===== src/rtl/lsu_pkg.sv =====
// Shared definitions for the load/store initiator: access-size encodings,
// controller states and the bus word size.
package lsu_pkg;

    typedef enum logic [1:0] {
        SZ_B   = 2'b00,
        SZ_H   = 2'b01,
        SZ_W   = 2'b10,
        SZ_RSV = 2'b11
    } size_t;

    typedef enum logic [2:0] {
        IDLE,
        ISSUE0,
        WAIT0,
        ISSUE1,
        WAIT1,
        DONE
    } state_t;

    localparam int WORD_BYTES = 4;

endpackage


===== src/rtl/lsu_if.sv =====
// Data-memory word bus between the load/store initiator (master) and the
// data RAM or memory-mapped responders (slave).
interface lsu_if #(
    parameter int ADDR_W = 32,
    parameter int DATA_W = 32
);
    logic                  m_valid;
    logic                  m_ready;
    logic                  m_we;
    logic [ADDR_W-1:0]     m_addr;
    logic [DATA_W/8-1:0]   m_be;
    logic [DATA_W-1:0]     m_wdata;
    logic                  m_rvalid;
    logic [DATA_W-1:0]     m_rdata;

    modport master (
        output m_valid, m_we, m_addr, m_be, m_wdata,
        input  m_ready, m_rvalid, m_rdata
    );

    modport slave (
        input  m_valid, m_we, m_addr, m_be, m_wdata,
        output m_ready, m_rvalid, m_rdata
    );
endinterface


===== src/rtl/lsu_align.sv =====
// Combinational lane logic: byte-enable footprint, write-data lane shift and
// split detection for a request, plus load extraction/extension from one or
// two returned beats.
module lsu_align
    import lsu_pkg::*;
(
    input  logic [1:0]  i_off,
    input  size_t       i_size,
    input  logic [31:0] i_wdata,
    output logic [7:0]  o_mask8,
    output logic [63:0] o_data64,
    output logic        o_split,
    input  logic [1:0]  i_ld_off,
    input  size_t       i_ld_size,
    input  logic        i_ld_unsigned,
    input  logic [31:0] i_rdata0,
    input  logic [31:0] i_rdata1,
    output logic [31:0] o_ld_data
);
    logic [7:0]  w_base;
    logic [31:0] w_lo;

    // Unshifted byte footprint of the access size.
    always_comb begin
        // NOTE: default assignment first, so no path through the case leaves the value held (no latch).
        w_base = 8'h00;
        case (i_size)
            SZ_B:    w_base = 8'h01;
            SZ_H:    w_base = 8'h03;
            SZ_W:    w_base = 8'h0F;
            default: w_base = 8'h00;
        endcase
    end

    assign o_mask8  = w_base << i_off;
    assign o_data64 = {32'd0, i_wdata} << {i_off, 3'b000};
    assign o_split  = |o_mask8[7:4];

    // Bring the addressed byte down to lane 0 across the two-beat window.
    assign w_lo = 32'({i_rdata1, i_rdata0} >> {i_ld_off, 3'b000});

    // Keep only the accessed bytes and sign/zero-extend them.
    always_comb begin
        o_ld_data = 32'd0;
        case (i_ld_size)
            SZ_B:    o_ld_data = i_ld_unsigned ? {24'd0, w_lo[7:0]}
                                               : {{24{w_lo[7]}}, w_lo[7:0]};
            SZ_H:    o_ld_data = i_ld_unsigned ? {16'd0, w_lo[15:0]}
                                               : {{16{w_lo[15]}}, w_lo[15:0]};
            SZ_W:    o_ld_data = w_lo;
            default: o_ld_data = 32'd0;
        endcase
    end
endmodule


===== src/rtl/lsu_master.sv =====
// Load/store initiator: accepts one byte/half/word request from execute,
// issues one or two aligned word beats and returns extended load data.
// Optional macro LSU_MISALIGN_TRAP_EN: misaligned half/word requests error
// out without touching the bus instead of being split.
module lsu_master
    import lsu_pkg::*;
#(
    parameter int ADDR_W = 32,
    parameter int DATA_W = 32
)(
    input  logic              CLK,
    input  logic              RST,
    input  logic              req_valid,
    output logic              req_ready,
    input  logic              req_store,
    input  logic [1:0]        req_size,
    input  logic              req_unsigned,
    input  logic [ADDR_W-1:0] req_addr,
    input  logic [DATA_W-1:0] req_wdata,
    output logic              resp_valid,
    output logic [DATA_W-1:0] resp_rdata,
    output logic              resp_err,
    lsu_if.master             bus
);
    state_t              r_state;
    logic                r_req_ready;
    logic                r_resp_valid;
    logic                r_resp_err;
    logic [DATA_W-1:0]   r_resp_rdata;
    logic                r_m_valid;
    logic                r_m_we;
    logic [ADDR_W-1:0]   r_m_addr;
    logic [3:0]          r_m_be;
    logic [DATA_W-1:0]   r_m_wdata;
    logic                r_store;
    logic                r_split;
    logic [1:0]          r_off;
    size_t               r_size;
    logic                r_unsigned;
    logic [ADDR_W-1:0]   r_addr_hi;
    logic [3:0]          r_be_hi;
    logic [DATA_W-1:0]   r_wdata_hi;
    logic [DATA_W-1:0]   r_rdata0;

    size_t               w_size;
    logic [ADDR_W-1:0]   w_word;
    logic [7:0]          w_mask8;
    logic [63:0]         w_data64;
    logic                w_split;
    logic [DATA_W-1:0]   w_ld_rd0;
    logic [DATA_W-1:0]   w_ld_rd1;
    logic [DATA_W-1:0]   w_ld_data;
    logic                w_trap;
    logic                w_accept;

    assign w_size   = size_t'(req_size);
    assign w_word   = {req_addr[ADDR_W-1:2], 2'b00};
    assign w_accept = req_valid && r_req_ready;

`ifdef LSU_MISALIGN_TRAP_EN
    logic w_misalign;
    assign w_misalign = ((w_size == SZ_W) && (req_addr[1:0] != 2'b00)) ||
                        ((w_size == SZ_H) && req_addr[0]);
    assign w_trap     = (w_size == SZ_RSV) || w_misalign;
`else
    assign w_trap     = (w_size == SZ_RSV);
`endif

    // The second beat's data is live on the bus in WAIT1; otherwise the
    // current beat is the only one and the upper word reads as zero.
    assign w_ld_rd0 = (r_state == WAIT1) ? r_rdata0 : bus.m_rdata;
    assign w_ld_rd1 = (r_state == WAIT1) ? bus.m_rdata : '0;

    lsu_align u_align (
        .i_off         (req_addr[1:0]),
        .i_size        (w_size),
        .i_wdata       (req_wdata),
        .o_mask8       (w_mask8),
        .o_data64      (w_data64),
        .o_split       (w_split),
        .i_ld_off      (r_off),
        .i_ld_size     (r_size),
        .i_ld_unsigned (r_unsigned),
        .i_rdata0      (w_ld_rd0),
        .i_rdata1      (w_ld_rd1),
        .o_ld_data     (w_ld_data)
    );

    // Transaction sequencer with registered bus and response outputs.
    always_ff @(posedge CLK) begin
        // NOTE: state registers use <= so every branch reads pre-edge values.
        if (RST) begin
            r_state      <= IDLE;
            r_req_ready  <= 1'b1;
            r_resp_valid <= 1'b0;
            r_resp_err   <= 1'b0;
            r_resp_rdata <= '0;
            r_m_valid    <= 1'b0;
            r_m_we       <= 1'b0;
            r_m_addr     <= '0;
            r_m_be       <= 4'h0;
            r_m_wdata    <= '0;
            r_store      <= 1'b0;
            r_split      <= 1'b0;
            r_off        <= 2'b00;
            r_size       <= SZ_B;
            r_unsigned   <= 1'b0;
            r_addr_hi    <= '0;
            r_be_hi      <= 4'h0;
            r_wdata_hi   <= '0;
            r_rdata0     <= '0;
        end else begin
            r_resp_valid <= 1'b0;
            case (r_state)
                IDLE: begin
                    if (w_accept) begin
                        r_req_ready <= 1'b0;
                        r_store     <= req_store;
                        r_size      <= w_size;
                        r_unsigned  <= req_unsigned;
                        r_off       <= req_addr[1:0];
                        r_split     <= w_split;
                        r_addr_hi   <= w_word + ADDR_W'(WORD_BYTES);
                        r_be_hi     <= w_mask8[7:4];
                        r_wdata_hi  <= w_data64[63:32];
                        r_rdata0    <= '0;
                        if (w_trap) begin
                            r_state      <= DONE;
                            r_resp_valid <= 1'b1;
                            r_resp_err   <= 1'b1;
                        end else begin
                            r_state   <= ISSUE0;
                            r_m_valid <= 1'b1;
                            r_m_we    <= req_store;
                            r_m_addr  <= w_word;
                            r_m_be    <= w_mask8[3:0];
                            r_m_wdata <= w_data64[31:0];
                        end
                    end
                end
                ISSUE0: begin
                    if (bus.m_ready) begin
                        r_m_valid <= 1'b0;
                        if (!r_store) begin
                            r_state <= WAIT0;
                        end else if (r_split) begin
                            r_state   <= ISSUE1;
                            r_m_valid <= 1'b1;
                            r_m_addr  <= r_addr_hi;
                            r_m_be    <= r_be_hi;
                            r_m_wdata <= r_wdata_hi;
                        end else begin
                            r_state      <= DONE;
                            r_resp_valid <= 1'b1;
                        end
                    end
                end
                WAIT0: begin
                    if (bus.m_rvalid) begin
                        if (r_split) begin
                            r_state   <= ISSUE1;
                            r_rdata0  <= bus.m_rdata;
                            r_m_valid <= 1'b1;
                            r_m_addr  <= r_addr_hi;
                            r_m_be    <= r_be_hi;
                        end else begin
                            r_state      <= DONE;
                            r_resp_valid <= 1'b1;
                            r_resp_rdata <= w_ld_data;
                        end
                    end
                end
                ISSUE1: begin
                    if (bus.m_ready) begin
                        r_m_valid <= 1'b0;
                        if (r_store) begin
                            r_state      <= DONE;
                            r_resp_valid <= 1'b1;
                        end else begin
                            r_state <= WAIT1;
                        end
                    end
                end
                WAIT1: begin
                    if (bus.m_rvalid) begin
                        r_state      <= DONE;
                        r_resp_valid <= 1'b1;
                        r_resp_rdata <= w_ld_data;
                    end
                end
                DONE: begin
                    r_state      <= IDLE;
                    r_req_ready  <= 1'b1;
                    r_resp_err   <= 1'b0;
                    r_resp_rdata <= '0;
                end
                default: begin
                    r_state     <= IDLE;
                    r_req_ready <= 1'b1;
                end
            endcase
        end
    end

    assign req_ready     = r_req_ready;
    assign resp_valid    = r_resp_valid;
    assign resp_err      = r_resp_err;
    assign resp_rdata    = r_resp_rdata;
    assign bus.m_valid   = r_m_valid;
    assign bus.m_we      = r_m_we;
    assign bus.m_addr    = r_m_addr;
    assign bus.m_be      = r_m_be;
    assign bus.m_wdata   = r_m_wdata;
endmodule

===== src/flat_wrapper.sv =====
// flat-port wrapper written by rule: the top's interface ports become plain ports
module lsu_master_flat import lsu_pkg::*;
#(
    parameter int ADDR_W = 32,
    parameter int DATA_W = 32
)
  (CLK, RST, req_valid, req_ready, req_store, req_size, req_unsigned, req_addr, req_wdata, resp_valid, resp_rdata, resp_err, bus_m_valid, bus_m_we, bus_m_addr, bus_m_be, bus_m_wdata, bus_m_ready, bus_m_rvalid, bus_m_rdata);
  lsu_if #(.ADDR_W(ADDR_W), .DATA_W(DATA_W)) bus_i ();
  input  logic CLK;
  input  logic RST;
  input  logic req_valid;
  output logic req_ready;
  input  logic req_store;
  input  logic [1:0] req_size;
  input  logic req_unsigned;
  input  logic [ADDR_W-1:0] req_addr;
  input  logic [DATA_W-1:0] req_wdata;
  output logic resp_valid;
  output logic [DATA_W-1:0] resp_rdata;
  output logic resp_err;
  output wire logic [$bits(bus_i.m_valid)-1:0] bus_m_valid;
  output wire logic [$bits(bus_i.m_we)-1:0] bus_m_we;
  output wire logic [$bits(bus_i.m_addr)-1:0] bus_m_addr;
  output wire logic [$bits(bus_i.m_be)-1:0] bus_m_be;
  output wire logic [$bits(bus_i.m_wdata)-1:0] bus_m_wdata;
  input wire logic [$bits(bus_i.m_ready)-1:0] bus_m_ready;
  input wire logic [$bits(bus_i.m_rvalid)-1:0] bus_m_rvalid;
  input wire logic [$bits(bus_i.m_rdata)-1:0] bus_m_rdata;
  assign bus_m_valid = bus_i.m_valid;
  assign bus_m_we = bus_i.m_we;
  assign bus_m_addr = bus_i.m_addr;
  assign bus_m_be = bus_i.m_be;
  assign bus_m_wdata = bus_i.m_wdata;
  assign bus_i.m_ready = bus_m_ready;
  assign bus_i.m_rvalid = bus_m_rvalid;
  assign bus_i.m_rdata = bus_m_rdata;
  lsu_master #(.ADDR_W(ADDR_W), .DATA_W(DATA_W)) u_core (.CLK(CLK), .RST(RST), .req_valid(req_valid), .req_ready(req_ready), .req_store(req_store), .req_size(req_size), .req_unsigned(req_unsigned), .req_addr(req_addr), .req_wdata(req_wdata), .resp_valid(resp_valid), .resp_rdata(resp_rdata), .resp_err(resp_err), .bus(bus_i));
endmodule

===== config.mk =====
export PLATFORM = sky130hd
export DESIGN_NAME = lsu_master_flat
export DESIGN_NICKNAME = d
export VERILOG_FILES = /design/src/rtl/lsu_pkg.sv /design/src/rtl/lsu_if.sv /design/src/rtl/lsu_align.sv /design/src/rtl/lsu_master.sv /design/src/flat_wrapper.sv
export SDC_FILE = /design/constraint.sdc
export NUM_CORES = 1
export LEC_CHECK = 0
export ABC_AREA = 1
export CORE_AREA = 2 2 147 149
export CTS_BUF_LIST = sky130_fd_sc_hd__clkbuf_2 sky130_fd_sc_hd__clkbuf_4 sky130_fd_sc_hd__clkbuf_8
export CTS_CLUSTER_SIZE = 12
export DETAILED_ROUTE_END_ITERATION = 16
export DIE_AREA = 0 0 149 151
export GPL_TIMING_DRIVEN = 1
export MAX_ROUTING_LAYER = met4
export PLACE_DENSITY = 0.89
export SYNTH_ARGS = -nofsm -noshare
export SYNTH_HDL_FRONTEND = slang
export SYNTH_SLANG_ARGS = --single-unit

===== constraint.sdc =====
create_clock -name CLK -period 2.2 [get_ports CLK]
set_clock_uncertainty 0.05 [all_clocks]
set_input_delay 0.66 -clock CLK [delete_from_list [all_inputs] [get_ports CLK]]
set_output_delay 0.66 -clock CLK [all_outputs]
set_load 0.005 [all_outputs]

==> results.py <==
metrics = {
    "run_status": {
        "outcome": "finished clean",
    },
    "clocking": {
        "cts-root-buf": "clkbuf_8",
        "clockBufferDepth": 3,
        "clock_latency_ns": 0.52,
        "cts_hold_buf": 0,
        "numClockSinks": 202,
        "tritoncts": "done",
        "clkTransAtPathRegs_ns": 0.06,
        "cts_buffers": 37,
        "htreeDepth": 2,
    },
    "logic_synthesis": {
        "synthArstFlopShare_pct": 0,
        "yosysWarnings": 0,
        "yosys.area.top_type": "dfxtp_1",
        "avgSynthCellArea_um2": 6.48,
        "yosysMostFrequentCell": "nand2_1",
        "synth_cell_types": 45,
        "ys_seq_area_share_pct": 36.6,
        "synth_top_area_share_pct": 36.6,
        "synthTopCellsByArea": "dfxtp_1 37%, nand2_1 13%, nand3_1 8.7%",
        "synth.top_cells.by_count": "389 x nand2_1, 202 x dfxtp_1, 193 x nand3_1, 180 x o21ai_0, 163 x inv_1",
        "synth-edff-count": 0,
        "syn-cell-area_um2": 11100,
        "ys.flop_type": "dfxtp_1",
        "postSynthCellCount": 1707,
        "ys_ff_latch": 202,
    },
    "layout": {
        "drive_above_1_share_pct": 13.1,
        "syn2layout_area_growth_pct": 37.2,
        "fin_util_pct": 72.9,
        "diodes": 0,
        "layout.nets": 2102,
    },
    "placed_design": {
        "place_congestion": 1.04,
        "post-dp-hpwl_mm": 28.8,
        "port_buffers": 207,
    },
    "power_and_ir_drop": {
        "report.power.total_w": 0.0211,
        "cellPowerDensity_nw_per_um2": 1390,
        "power_switching_w": 0.00882,
        "internal_power_w": 0.0123,
        "p_leak_nw": 6.63,
        "p_clk_share_pct": 18.4,
        "ir_drop_uv": 822,
        "swShare_pct": 41.8,
        "pwr-share-seq_pct": 27.8,
        "combPwrFrac_pct": 53.8,
    },
    "worst_setup_path": {
        "critical_path.max_stage_delay_ns": 0.53,
        "path_max_fanout": 3,
        "cp.required_ns": 1.49,
        "crit_buf_inv": 1,
        "crit_type": "flip-flop to primary output",
        "startpoint_type": "flip-flop",
        "crit_family": "buffers and inverters",
        "arrival_ns": 1.45,
        "worst_path_max_delay_cell": "clkdlybuf4s50_1",
        "cp-end-kind": "primary output",
        "path_cells": "clkdlybuf4s50_1",
    },
    "route": {
        "wl_per_cell_um": 17.1,
        "drt-pass1-iter-count": 8,
        "drc": 0,
        "totalWireLength_mm": 39.3,
        "drt_iter0_markers": 1267,
        "viasPerCell": 5.63,
        "vias": 12911,
        "ant_nets": 0,
    },
    "global_route": {
        "grt_max_degree": 67,
        "grt_pass1_vias": 11984,
        "grt.overflow.total": 0,
        "grt_pass1_wl_mm": 61.4,
        "grt_use_total_pct": 35.1,
        "grt_antenna_before_repair": 0,
    },
    "sta": {
        "slew_headroom_pct": 66.6,
        "finalSetupViolations": 0,
        "worst_slew_pin_slew_ns": 0.496,
        "post-route-min-period_ns": 2.16,
        "finalHoldViolCount": 0,
        "period_share_pct": 98.0,
        "max_freq_mhz": 464,
        "rsz0062_at_grt": "false",
        "slew_violations": 0,
    },
    "floorplanning": {
        "die_area_um2": 22500,
        "fp.dieW_um": 149,
        "io_pins": 210,
        "core_um2": 20800,
        "initial_utilization_pct": 53.1,
        "num_rows": 53,
        "die_h_um": 151,
    },
    "worst_hold_path": {
        "hp-class": "flip-flop to flip-flop",
    },
    "flow_run": {
        "timing.max_cap.violations": 0,
    },
}
-- through the flow --
step	std cells	setup TNS (ns)	hold slack (ns)	area (µm²)	setup WS, ns
final	2295	0	0.411	15200	0.0430
after CTS	2295	0	0.409	15200	0.0292
after floorplan	1708	0	0.385	11100	0.273
after detailed placement	2230	-33.80	0.400	14300	-0.442
after global placement	2230	-28.37	0.396	14300	-0.345
after global routing	2295	0	0.428	15200	0.00637
-- per-layer routing --
metal	GRT usage (%)	wire length (µm)
met3	4.88	3720
met5	-	0
met1	47.4	16700
met4	13.9	1530
met2	53.5	17300
-- state kept, by name (all words and copies together) (netlist names), 2 cells and up --
name,count
u_core.bus.m_wdata,32
u_core.r_rdata0,32
u_core.resp_rdata,32
u_core.bus.m_addr,30
u_core.r_addr_hi,30
u_core.r_wdata_hi,24
u_core.bus.m_be,4
u_core.r_be_hi,3
u_core.r_state,3
u_core.r_off,2
u_core.r_size,2
-- power groups by stage --
stage	clock network [W]	registers [W]	logic [W]
floorplan	0	0.00580	0.00618
global placement	0	0.00589	0.0110
detailed placement	0	0.00592	0.0111
CTS	0.00393	0.00587	0.0112
global route	0.00410	0.00601	0.0124
finish	0.00389	0.00588	0.0114
-- worst register-to-register path: stages (launching register included) --
cell     delay (ns)
dfxtp_1        0.52
nor2_4         0.09
nand2_4        0.22
inv_2          0.13
buf_12         0.18
nand2_1        0.15
nand3_1        0.14
nand3_1        0.10
nand2_1        0.08
nand3_1        0.09
nand2_1        0.05
a21oi_1        0.11
-- path summary, 6_finish.rpt --
kind         slack (ns)                                  to  cells past startpoint                        startpoint
min                0.41    u_core.r_rdata0[14]$_SDFFE_PP0P_                      2  u_core.r_rdata0[14]$_SDFFE_PP0P_
min reg2reg        0.41    u_core.r_rdata0[14]$_SDFFE_PP0P_                      2  u_core.r_rdata0[14]$_SDFFE_PP0P_
max                0.04                           req_ready                      1     u_core.req_ready$_SDFFE_PP1P_
max reg2reg        0.19  u_core.resp_rdata[21]$_SDFFE_PP0P_                     11    u_core.r_state[0]$_SDFFE_PP0P_
-- repair_timing --
action                     4_1_cts  5_1_grt
setup buffers                    0        0
resized for setup                0        2
setup endpoints to repair        0        5
-- placed cells by master (no fill, tap or decap), drive strengths merged --
cell           netlist  layout
nand4               14      14
a21oi              138     138
bufinv               0       1
o211ai              21      21
a221oi               1       1
xor2                 8       8
inv                171     171
o31ai                3       3
or2                  8       8
conb                 1       2
buf                 52     156
nand2              392     392
o21a                 3       3
nor3                17      17
nand3b               5       5
o21ai              188     188
nor4                 1       1
clkdlybuf4s50        0     205
nand3              198     198
clkinvlp             0       1
o221a                1       1
dfxtp              202     202
clkbuf              62      59
o21bai               3       3
ha                   3       3
a31oi                7       7
xnor2                3       3
a2bb2oi              7       7
o22ai                1       1
mux2i               10      10
clkinv               4       8
nor2               155     155
a211oi              28      28
-- logic make-up after synthesis --
kind of cell	after synthesis	share of synthesized area, %
other	1	0.0339
buffers and inverters	289	10.4
and+or+nand+nor	790	30.8
DFF	202	36.6
AOI/OAI and AO/OA	401	20.1
muxes	10	0.905
adders and majority gates	3	0.339
xor gates and xnor gates	11	0.871
-- area by class of cell --
cell class,instances,area [µm²]
clock buffer,59,756
sequential,202,4050
tap,275,344
inverter,175,657
fill,1707,5650
multi-input combinational,1217,5880
timing repair buffer,361,3430
clock inverter,6,57.6
Note: power is estimated with default switching activity, not from simulation.
